--- config.mk ---
export PLATFORM = sky130hd
export DESIGN_NAME = sum_uart_tx
export DESIGN_NICKNAME = d
export VERILOG_FILES = /design/src/rtl/sum_uart_tx.sv
export SDC_FILE = /design/constraint.sdc
export NUM_CORES = 1
export LEC_CHECK = 0
export CAP_MARGIN = 15
export CORE_ASPECT_RATIO = 0.9
export CORE_MARGIN = 2
export CORE_UTILIZATION = 51
export CTS_CLUSTER_SIZE = 10
export DETAILED_ROUTE_END_ITERATION = 16
export PLACE_DENSITY = 0.75
export SLEW_MARGIN = 10
export SYNTH_ARGS = -nofsm -noshare
export SYNTH_HDL_FRONTEND = slang
export SYNTH_SLANG_ARGS = --single-unit
--- constraint.sdc ---
create_clock -name clk -period 2.85 [get_ports clk]
set_clock_uncertainty 0.15 [all_clocks]
set_input_delay 0.57 -clock clk [delete_from_list [all_inputs] [get_ports clk]]
set_output_delay 0.57 -clock clk [all_outputs]
set_load 0.01 [all_outputs]
--- src/rtl/sum_uart_tx.sv ---
// rtl/sum_uart_tx.sv - serialises "A+B=SS\r\n" for two latched 4-bit operands on an 8N1 UART pin
module sum_uart_tx #(
   parameter int CLK_FREQ = 50000000,
   parameter int BAUD     = 9600
) (
   input  logic       clk,
   input  logic       reset_n,
   input  logic       send_n,
   input  logic [3:0] op_a,
   input  logic [3:0] op_b,
   output logic       tx,
   output logic       busy,
   output logic       done
);

   localparam int CLKS_PER_BIT = CLK_FREQ / BAUD;
   localparam int CW = (CLKS_PER_BIT > 2) ? $clog2(CLKS_PER_BIT) : 1;
   localparam logic [CW-1:0] CNT_LAST = CW'(CLKS_PER_BIT - 1);

   typedef enum logic [1:0] {IDLE, START, DATA, STOP} state_t;

   state_t        state, state_nx;
   logic [CW-1:0] cnt, cnt_nx;
   logic [2:0]    bit_idx, bit_nx;
   logic [2:0]    byte_idx, byte_nx;
   logic          accept;
   logic          cell_end;
   logic          s1, s2, s3;
   logic          fall;
   logic [3:0]    a_q, b_q;
   logic [4:0]    sum_q;
   logic [7:0]    cur_byte;
   logic          tx_q, busy_q, done_q;

   function automatic logic [7:0] hex(input logic [3:0] n);
      return (n < 4'd10) ? (8'h30 + {4'h0, n}) : (8'h37 + {4'h0, n});
   endfunction

   assign fall     = s3 & ~s2;
   assign cell_end = (cnt == CNT_LAST);
   assign tx       = tx_q;
   assign busy     = busy_q;
   assign done     = done_q;

   // Two-flop synchroniser plus history flop; preset high so reset release is never seen as a press
   always_ff @(posedge clk) begin
      if (!reset_n) begin
         s1 <= 1'b1;
         s2 <= 1'b1;
         s3 <= 1'b1;
      end else begin
         s1 <= send_n;
         s2 <= s1;
         s3 <= s2;
      end
   end

   // Next-state logic: baud counter restarts on every state entry so every cell is CLKS_PER_BIT long
   always_comb begin
      state_nx = state;
      cnt_nx   = cnt + 1'b1;
      bit_nx   = bit_idx;
      byte_nx  = byte_idx;
      accept   = 1'b0;
      case (state)
         IDLE: begin
            cnt_nx = '0;
            if (fall && !busy_q) begin
               accept   = 1'b1;
               state_nx = START;
               byte_nx  = 3'd0;
            end
         end
         START: begin
            if (cell_end) begin
               state_nx = DATA;
               cnt_nx   = '0;
               bit_nx   = 3'd0;
            end
         end
         DATA: begin
            if (cell_end) begin
               cnt_nx = '0;
               if (bit_idx == 3'd7) state_nx = STOP;
               else                 bit_nx   = bit_idx + 3'd1;
            end
         end
         STOP: begin
            if (cell_end) begin
               cnt_nx = '0;
               if (byte_idx == 3'd7) begin
                  state_nx = IDLE;
               end else begin
                  byte_nx  = byte_idx + 3'd1;
                  state_nx = START;
               end
            end
         end
         default: state_nx = IDLE;
      endcase
   end

   // FSM state, baud counter and bit/byte indices
   always_ff @(posedge clk) begin
      if (!reset_n) begin
         state    <= IDLE;
         cnt      <= '0;
         bit_idx  <= 3'd0;
         byte_idx <= 3'd0;
      end else begin
         state    <= state_nx;
         cnt      <= cnt_nx;
         bit_idx  <= bit_nx;
         byte_idx <= byte_nx;
      end
   end

   // Operand snapshot so latch changes mid-message cannot corrupt the line
   always_ff @(posedge clk) begin
      if (!reset_n) begin
         a_q   <= 4'h0;
         b_q   <= 4'h0;
         sum_q <= 5'h00;
      end else if (accept) begin
         a_q   <= op_a;
         b_q   <= op_b;
         sum_q <= {1'b0, op_a} + {1'b0, op_b};
      end
   end

   // Message byte currently being shifted out
   always_comb begin
      cur_byte = 8'h0A;
      case (byte_idx)
         3'd0: cur_byte = hex(a_q);
         3'd1: cur_byte = 8'h2B;
         3'd2: cur_byte = hex(b_q);
         3'd3: cur_byte = 8'h3D;
         3'd4: cur_byte = hex({3'b000, sum_q[4]});
         3'd5: cur_byte = hex(sum_q[3:0]);
         3'd6: cur_byte = 8'h0D;
         default: cur_byte = 8'h0A;
      endcase
   end

   // Registered outputs trail the state by one cycle, so busy/done align with the last tx cell
   always_ff @(posedge clk) begin
      if (!reset_n) begin
         tx_q   <= 1'b1;
         busy_q <= 1'b0;
         done_q <= 1'b0;
      end else begin
         case (state)
            START:   tx_q <= 1'b0;
            DATA:    tx_q <= cur_byte[bit_idx];
            default: tx_q <= 1'b1;
         endcase
         busy_q <= (state != IDLE);
         done_q <= busy_q && (state == IDLE);
      end
   end

endmodule

=== After elaboration in Yosys (flattened, before gate mapping) ===
Cells that the tools add are included.

* Bits in registers: 40
* Output and inout bits: 3
* Word-level logic and storage cells: 87

* $add $sub $neg: 11
* Magnitude comparators: 4
* Equal/unequal tests: 19
* Muxes and demuxes: 26
* Bitwise logic cells: 2
* Reduce and logical (&&, ||, !) cells: 12

{| class="wikitable"
|+ Operator list
! operator !! number
|-
| $pmux W7 S7 || 1
|-
| $add A6 B4 Y7 const A || 6
|-
| $pmux W13 S2 || 1
|-
| $mux W7 || 3
|-
| $mux W3 || 6
|-
| $eq A3 B3 Y1 const B || 5
|-
| $ne A2 B2 Y1 const B || 7
|-
| $add A13 B1 Y13 const B || 1
|-
| $eq A13 B13 Y1 const B || 1
|-
| $mux W13 || 1
|-
| $lt A4 B4 Y1 const B || 3
|-
| $pmux W3 S2 || 2
|-
| $mux W2 || 5
|-
| $pmux W2 S4 || 1
|-
| $reduce_and A4 Y1 || 2
|-
| $add A6 B1 Y7 const A || 1
|-
| $add A3 B1 Y3 const B || 2
|-
| $eq A3 B2 Y1 const B || 2
|-
| $reduce_bool A2 Y1 || 3
|-
| $add A4 B4 Y5 || 1
|-
| $reduce_and A5 Y1 || 1
|-
| $eq A2 B2 Y1 const B || 2
|-
| $lt A3 B4 Y1 const B || 1
|-
| $mux W1 || 4
|-
| other kinds (11) || 12
|}

=== Depth between registers and ports, before layout ===
* Depth after elaboration: 6
* Mapped depth: 8
* Depth with buffers taken out: 7

=== Worst setup path before layout ===
Ideal clock, no wire load.

* Path kind: flip-flop to flip-flop
* Start point: register byte_idx[0]
* End point: register tx_q, in the netlist tx
* Setup time: 0.122 ns
* Data arrival time: 1.750 ns
* Data required time: 2.578 ns
* Path slack: 0.828 ns
* Stages on the path, launching flop included: 8
* Path buffers: 0
* Period minus slack after synthesis: 2.022 ns
* Cells stage by stage: dfxtp_1 inv_1 ha_1 a21bo_2 a211o_1 a311oi_2 o211ai_1 a311o_1

* Cells in the longest elaborated chain, start to end: 5

{| class="wikitable"
|+ Ends and longest elaborated chain
! item !! line !! RTL
|-
| start: declaration || 25 || <nowiki>logic [2:0] byte_idx, byte_nx;</nowiki>
|-
| start signal: assignment || 114 || <nowiki>byte_idx <= byte_nx;</nowiki>
|-
| $eq A3 B3 Y1, or another cell as far along || 134 || <nowiki>case (byte_idx)</nowiki>
|-
| $pmux W7 S7 (*) || 134 ||
|-
| $bmux W1 S3 (*) || 155 || <nowiki>DATA: tx_q <= cur_byte[bit_idx];</nowiki>
|-
| $mux W1 (not written as such) (*) || 155 ||
|-
| $pmux W1 S2 (*) || 153 || <nowiki>case (state)</nowiki>
|-
| end signal: assignment || 155 ||
|-
| end: declaration || 33 || <nowiki>logic tx_q, busy_q, done_q;</nowiki>
|}

Every way passes the cells marked *; elsewhere a longest branch is shown, timed or not. The select of a mux whose other input is x is not followed.
A chain may end at the register's enable or synchronous reset.

=== Worst setup path in the final report ===
Ends and elaborated chain as after synthesis.

==> results_dict.tcl <==
set metrics [dict create \
    wl_um 4990 \
    fin_ws_ns 0.616 \
    syn_nets 327 \
    slew-limit-headroom_pct 54.5 \
    start_kind "register" \
    io_pins 14 \
    antenna_found_initial 0 \
    tightest_slew_ns 0.682 \
    drv_slew 0 \
    postPlaceCellArea_um2 2640 \
    clkLatencyLatePin_ns 0.30 \
    layout_min_cycle_time_ns 2.23 \
    grt_max_degree 28 \
    multi_input_area_um2 1550 \
    path_cells "inv_1, ha_1, a21bo_2, a211o_1, a311oi_2, o211ai_1, a311o_1" \
    ys_types 50 \
    vdd_drop_max_uv 373 \
    postCtsSetupRepairBufs 0 \
    syn_area_um2 2460 \
    fill_cells 416 \
    stdcell_count 370 \
    fp.dieH_um 69.9 \
    path_max_fanout 6 \
    clkTransAtPathRegs_ns 0.08 \
    htreeDepth 2 \
    endpoint_kind "register" \
    die_area_um2 5400 \
    seqCellArea_um2 801 \
    slowest_delay_ns 0.38 \
    arrival_ns 2.27 \
    p_leak_nw 1.02 \
    p_clk_share_pct 33.6 \
    placementRows 23 \
    place_ws_ns 0.495 \
    p_comb_share_pct 22.0 \
    synthArstFlopShare_pct 0 \
    finalSetupTns_ns 0 \
    drt_iter0_drc 179 \
    synth-seq-cells 40 \
    drc 0 \
    gp_congestion 0.893 \
    yosys_warnings 0 \
    hpwl_um 3670 \
    numPortBuffers 13 \
    p_sw_mw 0.431 \
    clock.fmax_ghz 0.448 \
    rsz0062_at_grt "false" \
    grt.total_usage_pct 19.7 \
    synthCells 295 \
    p_sw_share_pct 30.0 \
    ctsResizeCount 0 \
    ys_seq_area_share_pct 32.6 \
    core-area_um2 4550 \
    final_area_um2 2750 \
    grt_pass1_wl_um 8780 \
    period_share_pct 78.4 \
    area_delta_synth_final_pct 12.0 \
    cts_buffers 5 \
    fp.dieW_um 77.2 \
    p_per_area_nw_per_um2 521 \
    p_int_mw 1.00 \
    synth.avg_cell_area_um2 8.34 \
    cts_hold_buf 0 \
    diodes 0 \
    crit_required_ns 2.89 \
    vias 2029 \
    worstPathBufferInverterCount 1 \
    initial_core_util_pct 54.1 \
    avgViaCountPerCell 5.48 \
    fin_nets 339 \
    synth-main-ff-cell "dfxtp_1" \
    cts_tree "yes" \
    synth_edf_count 0 \
    status "completed" \
    cts_buffer_depth 2 \
    cpMaxStageDelayCell "a311o_1" \
    root_buffer "clkbuf_8" \
    utilization_pct 60.6 \
    hold_path.class "reg2reg" \
    crit_type "reg2reg" \
    ant_nets 0 \
    wl_per_cell_um 13.5 \
    critical_path.top_delay_family "compound AO/OA/AOI/OAI gates" \
    final-setup-viol-count 0 \
    hold_viol_final 0 \
    seqPwrFrac_pct 44.4 \
    dr.pass1.iters 4 \
    globalRouteOverflowTotal 0 \
    drv_cap 0 \
    grt_pass1_vias 1965 \
    clkSinkCount 40 \
    dp_cells 362 \
    drive_gt1_share_pct 5.52 \
]
cells by family (layout without fill, tap and decap cells):
| kind of cell | Yosys count | after routing | synth area share [%] |
|---|---|---|---|
| buf+inv | 28 | 41 | 4.37 |
| compound gates | 68 | 68 | 18.7 |
| fa+ha+maj | 21 | 21 | 11.0 |
| flops | 40 | 40 | 32.6 |
| mux | 8 | 8 | 3.31 |
| xor+xnor | 13 | 13 | 4.63 |
| simple gates | 117 | 117 | 25.5 |
sequential cells by signal, indices dropped and copies added, names as in the netlist:
signal / count
cnt: 13
sum_q: 5
a_q: 4
b_q: 4
bit_idx: 3
byte_idx: 3
state: 2
busy: 1
done: 1
s1: 1
s2: 1
s3: 1
tx: 1
power by group through the flow:
stage	sequential [mW]	combinational (mW)	clock [mW]
floorplan	0.641	0.225	0
global placement	0.647	0.306	0
detailed placement	0.649	0.310	0
CTS	0.636	0.314	0.490
global route	0.644	0.352	0.511
finish	0.636	0.316	0.482
final cells by class:
type	count	share of cell area [%]
flip-flops and latches	40	29.1
well taps	62	2.82
clock inverters	3	1.68
inverters	19	2.59
clock buffers	5	2.50
repair buffers	14	5.00
multi-input cells	227	56.3
Yosys cell counts, types with 5 or more instances:
cell type / count / share of area (%)
a21boi_0: 11 / 3.4
nand4_1: 5 / 1.3
o21ai_0: 16 / 3.3
nor2b_1: 12 / 3.1
and2_1: 7 / 1.8
xnor2_1: 6 / 2.1
nor2_1: 17 / 2.6
nand2b_1: 7 / 1.8
ha_1: 20 / 10
a21oi_1: 18 / 3.7
mux2i_1: 7 / 2.8
clkbuf_1: 7 / 1.1
dfxtp_1: 40 / 33
nand2_1: 40 / 6.1
inv_1: 19 / 2.9
xor2_1: 7 / 2.5
placed cells by master (no fill, tap or decap), drive strengths merged, types with 2 or more instances in the layout:
| cell | netlist | routed |
|---|---|---|
| and4b | 2 | 2 |
| nor2b | 12 | 12 |
| a211oi | 2 | 2 |
| inv | 19 | 20 |
| nor2 | 17 | 17 |
| a21o | 3 | 3 |
| and3 | 2 | 2 |
| nand2b | 7 | 7 |
| dfxtp | 40 | 40 |
| o21ai | 16 | 16 |
| nor3 | 4 | 4 |
| and3b | 4 | 4 |
| a211o | 2 | 2 |
| xor2 | 7 | 7 |
| clkdlybuf4s50 | 0 | 13 |
| ha | 20 | 20 |
| clkbuf | 7 | 5 |
| or3 | 4 | 4 |
| nand2 | 40 | 40 |
| o211ai | 2 | 2 |
| xnor2 | 6 | 6 |
| and4bb | 3 | 3 |
| and2 | 8 | 8 |
| mux2i | 7 | 7 |
| a31oi | 3 | 3 |
| nand3 | 5 | 5 |
| nand4 | 5 | 5 |
| a21oi | 18 | 18 |
| a21boi | 11 | 11 |
path summary, 6_finish.rpt:
kind | start | endpoint | slack (ns) | depth (start not counted)
worst max-delay path | byte_idx[0]$_SDFFE_PN0P_ | tx$_SDFF_PN1_ | 0.62 | 7
worst min-delay path | s1$_SDFF_PN1_ | s2$_SDFF_PN1_ | 0.27 | 1
worst max register to register | byte_idx[0]$_SDFFE_PN0P_ | tx$_SDFF_PN1_ | 0.62 | 7
worst min register to register | s1$_SDFF_PN1_ | s2$_SDFF_PN1_ | 0.27 | 1
metrics by stage:
step / hold WS (ns) / power, mW
2_1_floorplan: 0.236 / 0.866
3_3_place_gp: 0.250 / 0.953
3_5_place_dp: 0.250 / 0.960
4_1_cts: 0.273 / 1.44
5_1_grt: 0.302 / 1.51
6_report: 0.267 / 1.43
metal layers:
layer	global-route usage, %	share of wire, %
met4	5.95	1.1
met5	0	0
met2	29.0	41
met1	28.8	52
met3	4.26	5.4
Power figures use the tool's default switching activity.
